File: src/rtl/pkt_tx_arbiter.sv
// pkt_tx_arbiter
// Shares one outbound transmitter link between NUM_REQ packet sources using
// bounded-burst round-robin arbitration. The winning packet is captured in a
// single registered output stage; a per-source pulse marks every acceptance
// so the counter bank can tally transmitted packets.
module pkt_tx_arbiter #(
    parameter int PACKET_BITS = 72,
    parameter int NUM_REQ     = 2,
    parameter int MAX_BURST   = 4
) (
    input  logic                           clk,
    input  logic                           resetn,
    input  logic [NUM_REQ*PACKET_BITS-1:0] req_data_in,
    input  logic [NUM_REQ-1:0]             req_vld_in,
    output logic [NUM_REQ-1:0]             req_rdy_out,
    output logic [PACKET_BITS-1:0]         tx_data_out,
    output logic                           tx_vld_out,
    input  logic                           tx_rdy_in,
    input  logic                           arb_en_in,
    output logic [NUM_REQ-1:0]             tx_cnt_out
);

    // Owner index width and burst counter width (counter must hold MAX_BURST).
    localparam int OW = (NUM_REQ > 1) ? $clog2(NUM_REQ) : 1;
    localparam int BW = (MAX_BURST > 0) ? $clog2(MAX_BURST + 1) : 1;

    // After reset the owner points at the last index so the first search
    // starts at requester 0.
    localparam logic [OW-1:0] OWNER_RST = OW'(NUM_REQ - 1);
    localparam logic [BW-1:0] BURST_MAX = BW'(MAX_BURST);
    localparam logic [BW-1:0] BURST_ONE = BW'(1);

    // Registered state.
    logic [PACKET_BITS-1:0] r_tx_data;
    logic                   r_tx_vld;
    logic [OW-1:0]          r_owner;
    logic [BW-1:0]          r_burst_cnt;

    // Combinational arbitration signals.
    logic                   w_slot_free;
    logic                   w_arb_go;
    logic [NUM_REQ-1:0]     w_elig;
    logic                   w_retain;
    logic                   w_found;
    logic [OW-1:0]          w_winner;
    logic [PACKET_BITS-1:0] w_win_data;
    logic [PACKET_BITS-1:0] w_req_data [NUM_REQ];

    // The output slot can take a new packet when empty or draining this cycle.
    assign w_slot_free = !r_tx_vld || tx_rdy_in;
    assign w_arb_go    = arb_en_in && w_slot_free;
    assign w_elig      = req_vld_in & {NUM_REQ{w_arb_go}};

    // Retain the current owner while its burst is open and it still has data.
    assign w_retain = (r_burst_cnt != '0) && (r_burst_cnt < BURST_MAX) && w_elig[r_owner];

    // Winner selection: retain, otherwise first eligible index after owner.
    // The loop runs from the farthest candidate down to the nearest so the
    // nearest eligible one is assigned last and therefore wins.
    always_comb begin
        int idx;
        idx      = 0;
        w_found  = 1'b0;
        w_winner = r_owner;
        if (w_retain) begin
            w_found  = 1'b1;
            w_winner = r_owner;
        end else begin
            for (int k = NUM_REQ; k >= 1; k--) begin
                idx = (int'(r_owner) + k) % NUM_REQ;
                if (w_elig[idx]) begin
                    w_found  = 1'b1;
                    w_winner = OW'(idx);
                end
            end
        end
    end

    // Per-requester data slices, one-hot ready and acceptance pulses. Ready is
    // forced low while reset is held so nothing is handed over during reset.
    genvar gi;
    generate
        for (gi = 0; gi < NUM_REQ; gi++) begin : g_req
            assign w_req_data[gi]  = req_data_in[gi*PACKET_BITS +: PACKET_BITS];
            assign req_rdy_out[gi] = resetn && w_found && (w_winner == OW'(gi));
            assign tx_cnt_out[gi]  = req_vld_in[gi] && req_rdy_out[gi];
        end
    endgenerate

    assign w_win_data = w_req_data[w_winner];

    // Output register: load on grant, clear valid when drained without refill.
    always_ff @(posedge clk or negedge resetn) begin
        if (!resetn) begin
            r_tx_data <= '0;
            r_tx_vld  <= 1'b0;
        end else if (w_found) begin
            r_tx_data <= w_win_data;
            r_tx_vld  <= 1'b1;
        end else if (r_tx_vld && tx_rdy_in) begin
            r_tx_vld  <= 1'b0;
        end
    end

    // Owner and burst tracking; an idle free slot or disabled arbitration
    // breaks the burst while keeping the owner for round-robin fairness.
    always_ff @(posedge clk or negedge resetn) begin
        if (!resetn) begin
            r_owner     <= OWNER_RST;
            r_burst_cnt <= '0;
        end else if (w_found) begin
            if (w_winner == r_owner) begin
                if (r_burst_cnt < BURST_MAX) begin
                    r_burst_cnt <= r_burst_cnt + BURST_ONE;
                end
            end else begin
                r_owner     <= w_winner;
                r_burst_cnt <= BURST_ONE;
            end
        end else if (!arb_en_in || w_slot_free) begin
            r_burst_cnt <= '0;
        end
    end

    assign tx_data_out = r_tx_data;
    assign tx_vld_out  = r_tx_vld;

endmodule
File: config.mk
export PLATFORM = sky130hd
export DESIGN_NAME = pkt_tx_arbiter
export DESIGN_NICKNAME = d
export VERILOG_FILES = /design/src/rtl/pkt_tx_arbiter.sv
export SDC_FILE = /design/constraint.sdc
export NUM_CORES = 1
export LEC_CHECK = 0
export ABC_CLOCK_PERIOD_IN_PS = 3600
export CAP_MARGIN = 20
export CORE_ASPECT_RATIO = 1.2
export CORE_UTILIZATION = 35
export CTS_CLUSTER_SIZE = 16
export DETAILED_ROUTE_END_ITERATION = 10
export HOLD_SLACK_MARGIN = 0.12
export PLACE_DENSITY_LB_ADDON = 0.3
export SLEW_MARGIN = 20
export SYNTH_ARGS = -nofsm -noshare
export SYNTH_HDL_FRONTEND = slang
export SYNTH_SLANG_ARGS = --single-unit
export TNS_END_PERCENT = 50
File: constraint.sdc
create_clock -name clk -period 3.6 [get_ports clk]
set_input_delay 0.36 -clock clk [delete_from_list [all_inputs] [get_ports clk]]
set_output_delay 0.36 -clock clk [all_outputs]
set_load 0.05 [all_outputs]
==> flow_metrics.env, run 1 <==
export IMPL_status="finished clean"
export IMPL_cts_setup_buffers=0
export IMPL_rsz0062_at_grt="false"
export IMPL_path_clk_slew_ps=60
export IMPL_seq_area_frac_synth_pct=39.16
export IMPL_yosys_cell_count_top_type="nor2_1"
export IMPL_worstSkewPairLatency_ps=330
export IMPL_num_fill_cells=1289
export IMPL_power_density_nw_per_um2=606.7
export IMPL_start_util_pct=35.78
export IMPL_yosys_top_cells_count="78 x nor2_1, 76 x dfrtp_1, 73 x nand4_1, 72 x o31ai_1, 47 x a31oi_1"
export IMPL_clock_sinks=77
export IMPL_vias=4790
export IMPL_antenna_left=0
export IMPL_slowest_stage="clkdlybuf4s50_1"
export IMPL_die_x_microns=110.3
export IMPL_overflow=0
export IMPL_synth_edff_count=0
export IMPL_hold_violations=0
export IMPL_slew_headroom_pct=48.82
export IMPL_clock_tree_root_cell="clkbuf_16"
export IMPL_intPower_mw=2.506
export IMPL_cts_made_buffers=9
export IMPL_period_minus_slack_ps=2824
export IMPL_p_sw_mw=1.814
export IMPL_critPathLaunchType="input port"
export IMPL_grt_util_all_layers_pct=21.25
export IMPL_power_mw=4.320
export IMPL_drc=0
export IMPL_critPathMaxFanout=29
export IMPL_finalMaxSlewViolations=0
export IMPL_worst_path_buf_inv=2
export IMPL_fmax_ghz=0.3542
export IMPL_drt_iter0_drc=309
export IMPL_post_cts_resized=0
export IMPL_syn2layout_area_growth_pct=44.63
export IMPL_final_setup_viol_count=0
export IMPL_timing_final_crit_share_pct=78.43
export IMPL_io_pins=227
export IMPL_critPathCaptureType="output port"
export IMPL_synth_flop_cell="dfrtp_1"
export IMPL_fin_worst_skew_ps=6.017
export IMPL_async_flop_share_pct=100.0
export IMPL_cp_top_family="simple AND/OR/NAND/NOR gates"
export IMPL_hold_buffers=1
export IMPL_cts_tree="built"
export IMPL_routed_wirelength_microns=15630
export IMPL_hold_path_class="in -> async"
export IMPL_io_buffers=226
export IMPL_syn_area_sq_um=4923
export IMPL_netlist_area_leader_share_pct=38.63
export IMPL_rows=47
export IMPL_max_cap_viol_count=0
export IMPL_p_clk_share_pct=24.0
export IMPL_nets=814
export IMPL_grt_max_degree=140
export IMPL_first_pass_iters=5
export IMPL_worst_pin_slew_ps=767.7
export IMPL_gp_congestion=0.7941
export IMPL_yosys_warnings=0
export IMPL_ys_types=39
export IMPL_dp_cells=821
export IMPL_power_frac_comb_pct=48.3
export IMPL_via_per_inst=5.723
export IMPL_finalInstanceArea_sq_um=7121
export IMPL_peakVddDrop_mv=0.3019
export IMPL_die_area_sq_um=14550
export IMPL_hpwl_microns=10310
export IMPL_fin_cells=837
export IMPL_synth_top_area_cell="dfrtp_1"
export IMPL_swShare_pct=41.98
export IMPL_antenna_found_initial=0
export IMPL_drive_gt1_share_pct=10.66
export IMPL_die_y_microns=131.9
export IMPL_coreArea_sq_um=13760
export IMPL_n_antenna_cell=0
export IMPL_first_global_vias=4694
export IMPL_crit_chain="clkdlybuf4s50_1 > nand2_1 > nand4_4 > nand3_1 > and3_1 > buf_4"
export IMPL_ys_seq_elements=77
export IMPL_critPathLaunch="arb_en_in"
export IMPL_synth_avg_cell_area_sq_um=10.39
export IMPL_cp_required_ps=3240
export IMPL_wire_per_inst_microns=18.67
export IMPL_cts_path_max_buffers=2
export IMPL_slowest_delay_ps=550
export IMPL_fin_setup_tns_ps=0
export IMPL_post_dp_cell_area_sq_um=6773
export IMPL_grt_pass1_wl_microns=23940
export IMPL_syn_inst=474
export IMPL_syn_nets=626
export IMPL_rr_startpoint="tx_vld_out$_DFFE_PN0P_"
export IMPL_seqPwrFrac_pct=27.6
export IMPL_arrival_ps=2460
export IMPL_ctsHtreeMaxLevel=3
export IMPL_ys_top_cells_by_area="dfrtp_1 39%, clkbuf_8 11%, o31ai_1 11%, nand4_1 9.3%, a31oi_2 6.6%"
export IMPL_worstSetupPathType="in -> out"
export IMPL_power_leakage_nw=2.672
-- layer usage --
metal	vias up	wire, microns	global-route usage [%]
met5	-	0	0
met4	0	480	10.09
met3	31	895	3.065
met2	189	7968	36.37
met1	2347	6285	25.71
li1	2223	-	-
-- cell type report --
class	instances	area, sq um	area share [%]
clock buffers	9	225.2	3.163
clock inverters	6	112.6	1.581
inverters	4	15.01	0.2109
multi-input cells	330	2218	31.15
flip-flops and latches	77	1928	27.08
well taps	171	214.0	3.005
repair buffers	240	2407	33.81
-- registers in the layout, indices dropped and copies added (netlist names) --
signal and count:
tx_data_out 72, tx_vld_out 1, r_burst_cnt 3, r_owner 1
-- path summary, 6_finish.rpt --
kind	endpoint	cells after the start	slack, ps
hold reg to reg	tx_data_out[8]$_DFFE_PN0P_	2	550
setup reg to reg	tx_data_out[53]$_DFFE_PN0P_	5	1150
hold / removal	tx_data_out[63]$_DFFE_PN0P_	2	530
max in group asynchronous	tx_data_out[56]$_DFFE_PN0P_	3	2070
setup / recovery	req_rdy_out[1]	6	780
min in group clk	tx_data_out[8]$_DFFE_PN0P_	2	550
-- per-stage QoR --
step,setup slack [ps],hold WS [ps],util (%)
2_1_floorplan,810.5,64.41,-
3_3_place_gp,833.3,356.5,49.22
3_5_place_dp,784.7,359.9,49.22
4_1_cts,794.8,550.8,51.75
5_1_grt,703.4,567.0,51.75
6_report,776.5,532.7,51.75
-- layout by cell type, fill, tap and decap left out, types with 2 or more instances in the layout --
cell type	netlist	final
dfrtp_1	76	76
and3_1	2	2
nand2_1	3	3
buf_12	0	4
nand4_1	73	73
nor3b_1	2	2
clkbuf_16	0	9
ha_1	2	2
bufinv_16	0	3
a32o_1	2	2
a31oi_2	26	26
o21ai_0	2	2
buf_4	2	14
nor2_1	78	78
o31ai_1	72	72
clkinv_4	0	2
clkdlybuf4s50_1	0	221
inv_1	4	4
a31oi_1	47	47
-- power by group through the flow --
stage	Clock, mW	Combinational [mW]	Sequential, mW
3_3_place_gp	0	2.07	1.20
6_report	1.04	2.09	1.19
3_5_place_dp	0	2.09	1.21
5_1_grt	1.10	2.20	1.22
2_1_floorplan	0	0.746	1.91
4_1_cts	1.06	2.10	1.20
-- cell families after synthesis --
family / count (synthesis) / synth area share, %
simple gates: 168 / 17.89
compound gates: 160 / 26.20
flops: 77 / 39.16
buf+inv: 67 / 16.24
fa+ha+maj: 2 / 0.5082
No activity file was read; power rests on OpenSTA's default activity.
==> run 2, diff against run 1 <==
Settings changed: ABC_CLOCK_PERIOD_IN_PS 3600 to 2840.
Clock period 3.6 ns to 2.84 ns, I/O delays scaled along.
==> run 2 against run 1 <==
Effect of this change: wire length is 3.1% higher; final cell count increased by 0.48%; via count up 0.86%; critical path depth grew 1; hold slack got worse by 200 ps; worst setup slack lost 650 ps; clock power grew 22%; clock skew up 1.8 ps; critical path type is now reg -> out; critical endpoint is now tx_cnt_out[1].
==> flow_metrics.env, run 2 (synthesis results as in run 1) <==
export IMPL_worst_path_buf_inv=2
export IMPL_grt_pass1_wl_microns=25120
export IMPL_mostFrequentLayoutCell="clkdlybuf4s50_1"
export IMPL_gp_congestion=0.7852
export IMPL_via_per_inst=5.744
export IMPL_fin_setup_tns_ps=0
export IMPL_drive_gt1_share_pct=11.04
export IMPL_fin_worst_skew_ps=7.841
export IMPL_start_util_pct=35.78
export IMPL_finalMaxSlewViolations=0
export IMPL_largest_reg_flops=72
export IMPL_rows=47
export IMPL_grt_max_degree=77
export IMPL_drt_iter0_drc=408
export IMPL_path_clk_slew_ps=60
export IMPL_hold_violations=0
export IMPL_cts_tree="built"
export IMPL_period_minus_slack_ps=2717
export IMPL_wire_per_inst_microns=19.16
export IMPL_worstSkewPairLatency_ps=340
export IMPL_clock_tree_root_cell="clkbuf_16"
export IMPL_cts_path_max_buffers=2
export IMPL_overflow=0
export IMPL_setup_worst_path_end="tx_cnt_out[1]"
export IMPL_critPathLaunch="r_burst_cnt[0]$_DFFE_PN0P_"
export IMPL_cp_top_family="simple AND/OR/NAND/NOR gates"
export IMPL_first_pass_iters=5
export IMPL_slew_headroom_pct=57.99
export IMPL_critPathLaunchType="register"
export IMPL_rrSetupSlack_ps=550
export IMPL_fin_cells=841
export IMPL_final_cell_mix="221 x clkdlybuf4s50_1, 78 x nor2_1, 76 x dfrtp_1"
export IMPL_syn2layout_area_growth_pct=45.62
export IMPL_rsz0062_at_grt="false"
export IMPL_drc=0
export IMPL_critPathCaptureType="output port"
export IMPL_fmax_ghz=0.3681
export IMPL_hpwl_microns=10570
export IMPL_worst_pin_slew_ps=630.1
export IMPL_cp_required_ps=2560
export IMPL_power_leakage_nw=2.696
export IMPL_hold_path_class="in -> async"
export IMPL_peakVddDrop_mv=0.3502
export IMPL_crit_chain="inv_1 > ha_1 > or3b_4 > a211o_2 > nand3_1 > and3_1 > buf_4"
export IMPL_coreArea_sq_um=13760
export IMPL_ctsHtreeMaxLevel=3
export IMPL_r2r_end="tx_data_out[1]$_DFFE_PN0P_"
export IMPL_die_x_microns=110.3
export IMPL_max_cap_viol_count=0
export IMPL_io_pins=227
export IMPL_critPathMaxFanout=5
export IMPL_slowest_delay_ps=420
export IMPL_clock_sinks=77
export IMPL_dp_cells=824
export IMPL_die_area_sq_um=14550
export IMPL_arrival_ps=2430
export IMPL_antenna_left=0
export IMPL_die_y_microns=131.9
export IMPL_slowest_stage="or3b_4"
export IMPL_num_fill_cells=1256
export IMPL_cts_made_buffers=9
export IMPL_cts_setup_buffers=0
export IMPL_status="finished clean"
export IMPL_rr_startpoint="r_burst_cnt[0]$_DFFE_PN0P_"
export IMPL_final_setup_viol_count=0
export IMPL_reg2reg_depth=7
export IMPL_nets=817
export IMPL_timing_final_crit_share_pct=95.67
export IMPL_routed_wirelength_microns=16110
export IMPL_io_buffers=226
export IMPL_power_density_nw_per_um2=762.0
export IMPL_first_global_vias=4858
export IMPL_grt_util_all_layers_pct=22.25
export IMPL_worstSetupPathType="reg -> out"
export IMPL_antenna_found_initial=0
export IMPL_n_antenna_cell=0
export IMPL_vias=4831
export IMPL_cp_num_cells=7
-- run 2: cell types whose count changed in the layout (fill, tap and decap cells not counted) --
cell       previous run  this run
buf_12                4         7
clkinv_4              2         0
bufinv_16             3         2
clkinv_2              1         2
clkbuf_8              0         2
clkbuf_1              0         1
-- run 2: per-stage QoR --
stage / power, mW / util [%] / instance area (sq um) / setup WS [ps] / hold WS, ps
after CTS: 5.492 / 52.10 / 7169 / 109.0 / 321.7
after detailed placement: 4.209 / 49.65 / 6833 / 362.2 / 133.3
final: 5.463 / 52.10 / 7169 / 123.1 / 328.8
after floorplan: 3.365 / - / 4923 / 126.5 / -11.59
after global routing: 5.711 / 52.10 / 7169 / 4.322 / 325.4
after global placement: 4.158 / 49.65 / 6833 / 427.5 / 133.5
-- run 2: metal layers --
metal	GRT usage [%]	part of all wire (%)
met4	10.53	3.1
met3	3.510	6.2
met1	27.37	41
met2	37.41	50
met5	0	0
-- run 2: how the worst min path moves through the flow --
| stage | startpoint | slack (ps) | depth (start not counted) | endpoint |
|---|---|---|---|---|
| finish | resetn | 330 | 2 | tx_data_out[15]$_DFFE_PN0P_ |
| global route | resetn | 330 | 2 | tx_data_out[14]$_DFFE_PN0P_ |
| CTS | resetn | 320 | 2 | tx_data_out[14]$_DFFE_PN0P_ |
| detailed placement | resetn | 130 | 1 | tx_data_out[14]$_DFFE_PN0P_ |
| global placement | resetn | 130 | 1 | tx_data_out[14]$_DFFE_PN0P_ |
| floorplan | resetn | -10 | 0 | r_burst_cnt[0]$_DFFE_PN0P_ |
-- run 2: what timing repair did --
action,in CTS,in global routing
setup endpoints to repair,0,0
hold endpoints to repair,31,0
resized for setup,0,0
hold buffers,1,0
-- run 2: layout make-up --
cell class / instances / area, sq um / area share, %
Clock buffer: 12 / 256.5 / 3.578
Timing Repair Buffer: 243 / 2467 / 34.42
Inverter: 4 / 15.01 / 0.2094
Sequential cell: 77 / 1928 / 26.89
Tap cell: 171 / 214.0 / 2.984
Clock inverter: 4 / 70.07 / 0.9773
Multi-Input combinational cell: 330 / 2218 / 30.94
-- run 2: worst register-to-register path: cells and delay by family (launching register included) --
kind	cells	cell delay, ps
adders and majority gates	1	260
buffers and inverters	2	580
DFF	1	410
and+or+nand+nor	1	210
AOI/OAI and AO/OA	3	740
-- run 2: where the power goes --
part	switching, mW	internal [mW]
logic	1.70	0.976
clock network	0.458	0.815
registers	0.153	1.36
total	2.31	3.15
==> run 3, diff against run 2 <==
Settings changed: REMOVE_ABC_BUFFERS set to 1.
==> run 3 against run 2 <==
Effect of this change: critical path depth unchanged; flip-flop and latch count unchanged; non-clock buffer count up 1; die area unchanged; utilization down 0.56 points; design area down 1.1%; combinational power about the same; first-iteration DRC count down 20%; clock-buffer cell count up 2; wire length down 1.4%; global-route usage up 0.19 points; hold slack better by 93 ps.
==> flow_metrics.env, run 3 (synthesis results as in run 1) <==
export IMPL_multiInputGateArea_sq_um=2218
export IMPL_ctsHtreeMaxLevel=3
export IMPL_timing_final_crit_share_pct=93.69
export IMPL_num_fill_cells=1302
export IMPL_mostFrequentLayoutCell="clkdlybuf4s50_1"
export IMPL_drt_iter0_drc=326
export IMPL_cts_made_buffers=9
export IMPL_grt_pass1_wl_microns=25500
export IMPL_io_buffers=226
export IMPL_syn2layout_area_growth_pct=44.04
export IMPL_die_x_microns=110.3
export IMPL_fin_util_pct=51.54
export IMPL_overflow=0
export IMPL_topRoutingLayerUsed="met4"
export IMPL_worst_pin_slew_ps=811.0
export IMPL_fin_worst_skew_ps=6.990
export IMPL_wire_per_inst_microns=18.88
export IMPL_swShare_pct=43.48
export IMPL_largest_reg_flops=72
export IMPL_critPathMaxFanout=5
export IMPL_via_per_inst=5.696
export IMPL_critPathCaptureType="output port"
export IMPL_critPathLaunchType="register"
export IMPL_grt_util_all_layers_pct=22.44
export IMPL_gp_congestion=0.8003
export IMPL_path_clk_slew_ps=60
export IMPL_p_sw_mw=2.291
export IMPL_final_setup_viol_count=0
export IMPL_final_cell_mix="221 x clkdlybuf4s50_1, 78 x nor2_1, 76 x dfrtp_1"
export IMPL_finalMaxSlewViolations=0
export IMPL_fmax_ghz=0.3758
export IMPL_max_cap_viol_count=0
export IMPL_seqPwrFrac_pct=28.8
export IMPL_coreArea_sq_um=13760
export IMPL_power_density_nw_per_um2=743.2
export IMPL_p_clk_share_pct=20.8
export IMPL_vias=4790
export IMPL_drive_gt1_share_pct=10.90
export IMPL_cts_tree="built"
export IMPL_regArea_sq_um=1928
export IMPL_io_pins=227
export IMPL_rrSetupSlack_ps=400
export IMPL_post_cts_resized=0
export IMPL_intPower_mw=2.979
export IMPL_dp_cells=825
export IMPL_rr_startpoint="r_burst_cnt[0]$_DFFE_PN0P_"
export IMPL_slew_headroom_pct=45.94
export IMPL_antenna_left=0
export IMPL_rsz0062_at_grt="false"
export IMPL_power_frac_comb_pct=50.4
export IMPL_die_y_microns=131.9
export IMPL_drc=0
export IMPL_period_minus_slack_ps=2661
export IMPL_n_antenna_cell=0
export IMPL_clock_sinks=77
export IMPL_peakVddDrop_mv=0.3566
export IMPL_status="finished clean"
export IMPL_fin_cells=841
export IMPL_arrival_ps=2380
export IMPL_worstSetupPathType="reg -> out"
export IMPL_clock_tree_root_cell="clkbuf_16"
export IMPL_worstSkewPairLatency_ps=330
export IMPL_place_ws_ps=348.0
export IMPL_met1_length_microns=6247
export IMPL_hold_violations=0
export IMPL_antenna_found_initial=0
export IMPL_hold_path_class="in -> async"
export IMPL_rows=47
export IMPL_first_pass_iters=5
export IMPL_route_met3_wl_microns=1045
export IMPL_dr_wl_met2_microns=8217
export IMPL_hpwl_microns=10590
export IMPL_first_global_vias=5152
export IMPL_die_area_sq_um=14550
export IMPL_r2r_end="tx_data_out[64]$_DFFE_PN0P_"
export IMPL_cts_setup_buffers=0
export IMPL_start_util_pct=35.78
export IMPL_nets=818
export IMPL_setup_ws_ps=179.2
export IMPL_routed_wirelength_microns=15880
export IMPL_reg2reg_depth=7
export IMPL_cts_path_max_buffers=2
export IMPL_power_leakage_nw=2.665
export IMPL_grt_max_degree=73
export IMPL_cp_required_ps=2560
## run 3: worst max-delay path by stage
stage                                from                           to  slack, ps  depth (start not counted)
6_report       r_burst_cnt[0]$_DFFE_PN0P_                tx_cnt_out[1]        180                          7
5_1_grt        r_burst_cnt[0]$_DFFE_PN0P_                tx_cnt_out[1]         40                          7
4_1_cts        r_burst_cnt[0]$_DFFE_PN0P_                tx_cnt_out[1]        180                          7
3_5_place_dp                    arb_en_in  tx_data_out[34]$_DFFE_PN0P_        350                          6
3_3_place_gp                    arb_en_in   tx_data_out[2]$_DFFE_PN0P_        460                          6
2_1_floorplan      tx_vld_out$_DFFE_PN0P_               req_rdy_out[0]      -8140                          4
## run 3: metrics by stage
step                      hold slack [ps]  instance area, sq um  setup TNS (ps)  total power [mW]
after floorplan                    -11.59                  4139         -550270             3.188
after global placement              229.8                  6803               0             4.149
after detailed placement            233.9                  6803               0             4.201
after CTS                           432.0                  7092               0             5.312
after global routing                463.7                  7092               0             5.528
final                               421.5                  7092               0             5.271
## run 3: layer usage
metal / GRT usage [%] / up-vias
met1: 25.81 / 2339
met5: 0 / -
met4: 8.480 / 0
met3: 5.437 / 24
li1: - / 2244
met2: 39.37 / 183
## run 3: repair_timing
item	4_1_cts	5_1_grt
hold buffers	1	0
endpoints found under the hold margin	22	0
setup endpoints to repair	0	0
## run 3: area by class of cell
cell class | instances | area share [%]
flip-flops and latches | 77 | 27.19
well taps | 171 | 3.017
inverters | 4 | 0.2117
clock inverters | 1 | 0.07057
clock buffers | 14 | 3.864
multi-input cells | 330 | 31.28
repair buffers | 244 | 34.37
## run 3: worst max-delay path, stage by stage, from the launching register on
cell and delay (ps):
dfrtp_1 410, inv_1 70, ha_1 270, or3b_4 410
a211o_2 310, nand3_1 180, and3_1 190, buf_4 200
## run 3: power groups by stage
stage | clock network [mW] | logic (mW) | registers (mW)
floorplan | 0 | 0.757 | 2.43
global placement | 0 | 2.62 | 1.53
detailed placement | 0 | 2.66 | 1.54
CTS | 1.12 | 2.67 | 1.52
global route | 1.16 | 2.81 | 1.55
finish | 1.10 | 2.65 | 1.52
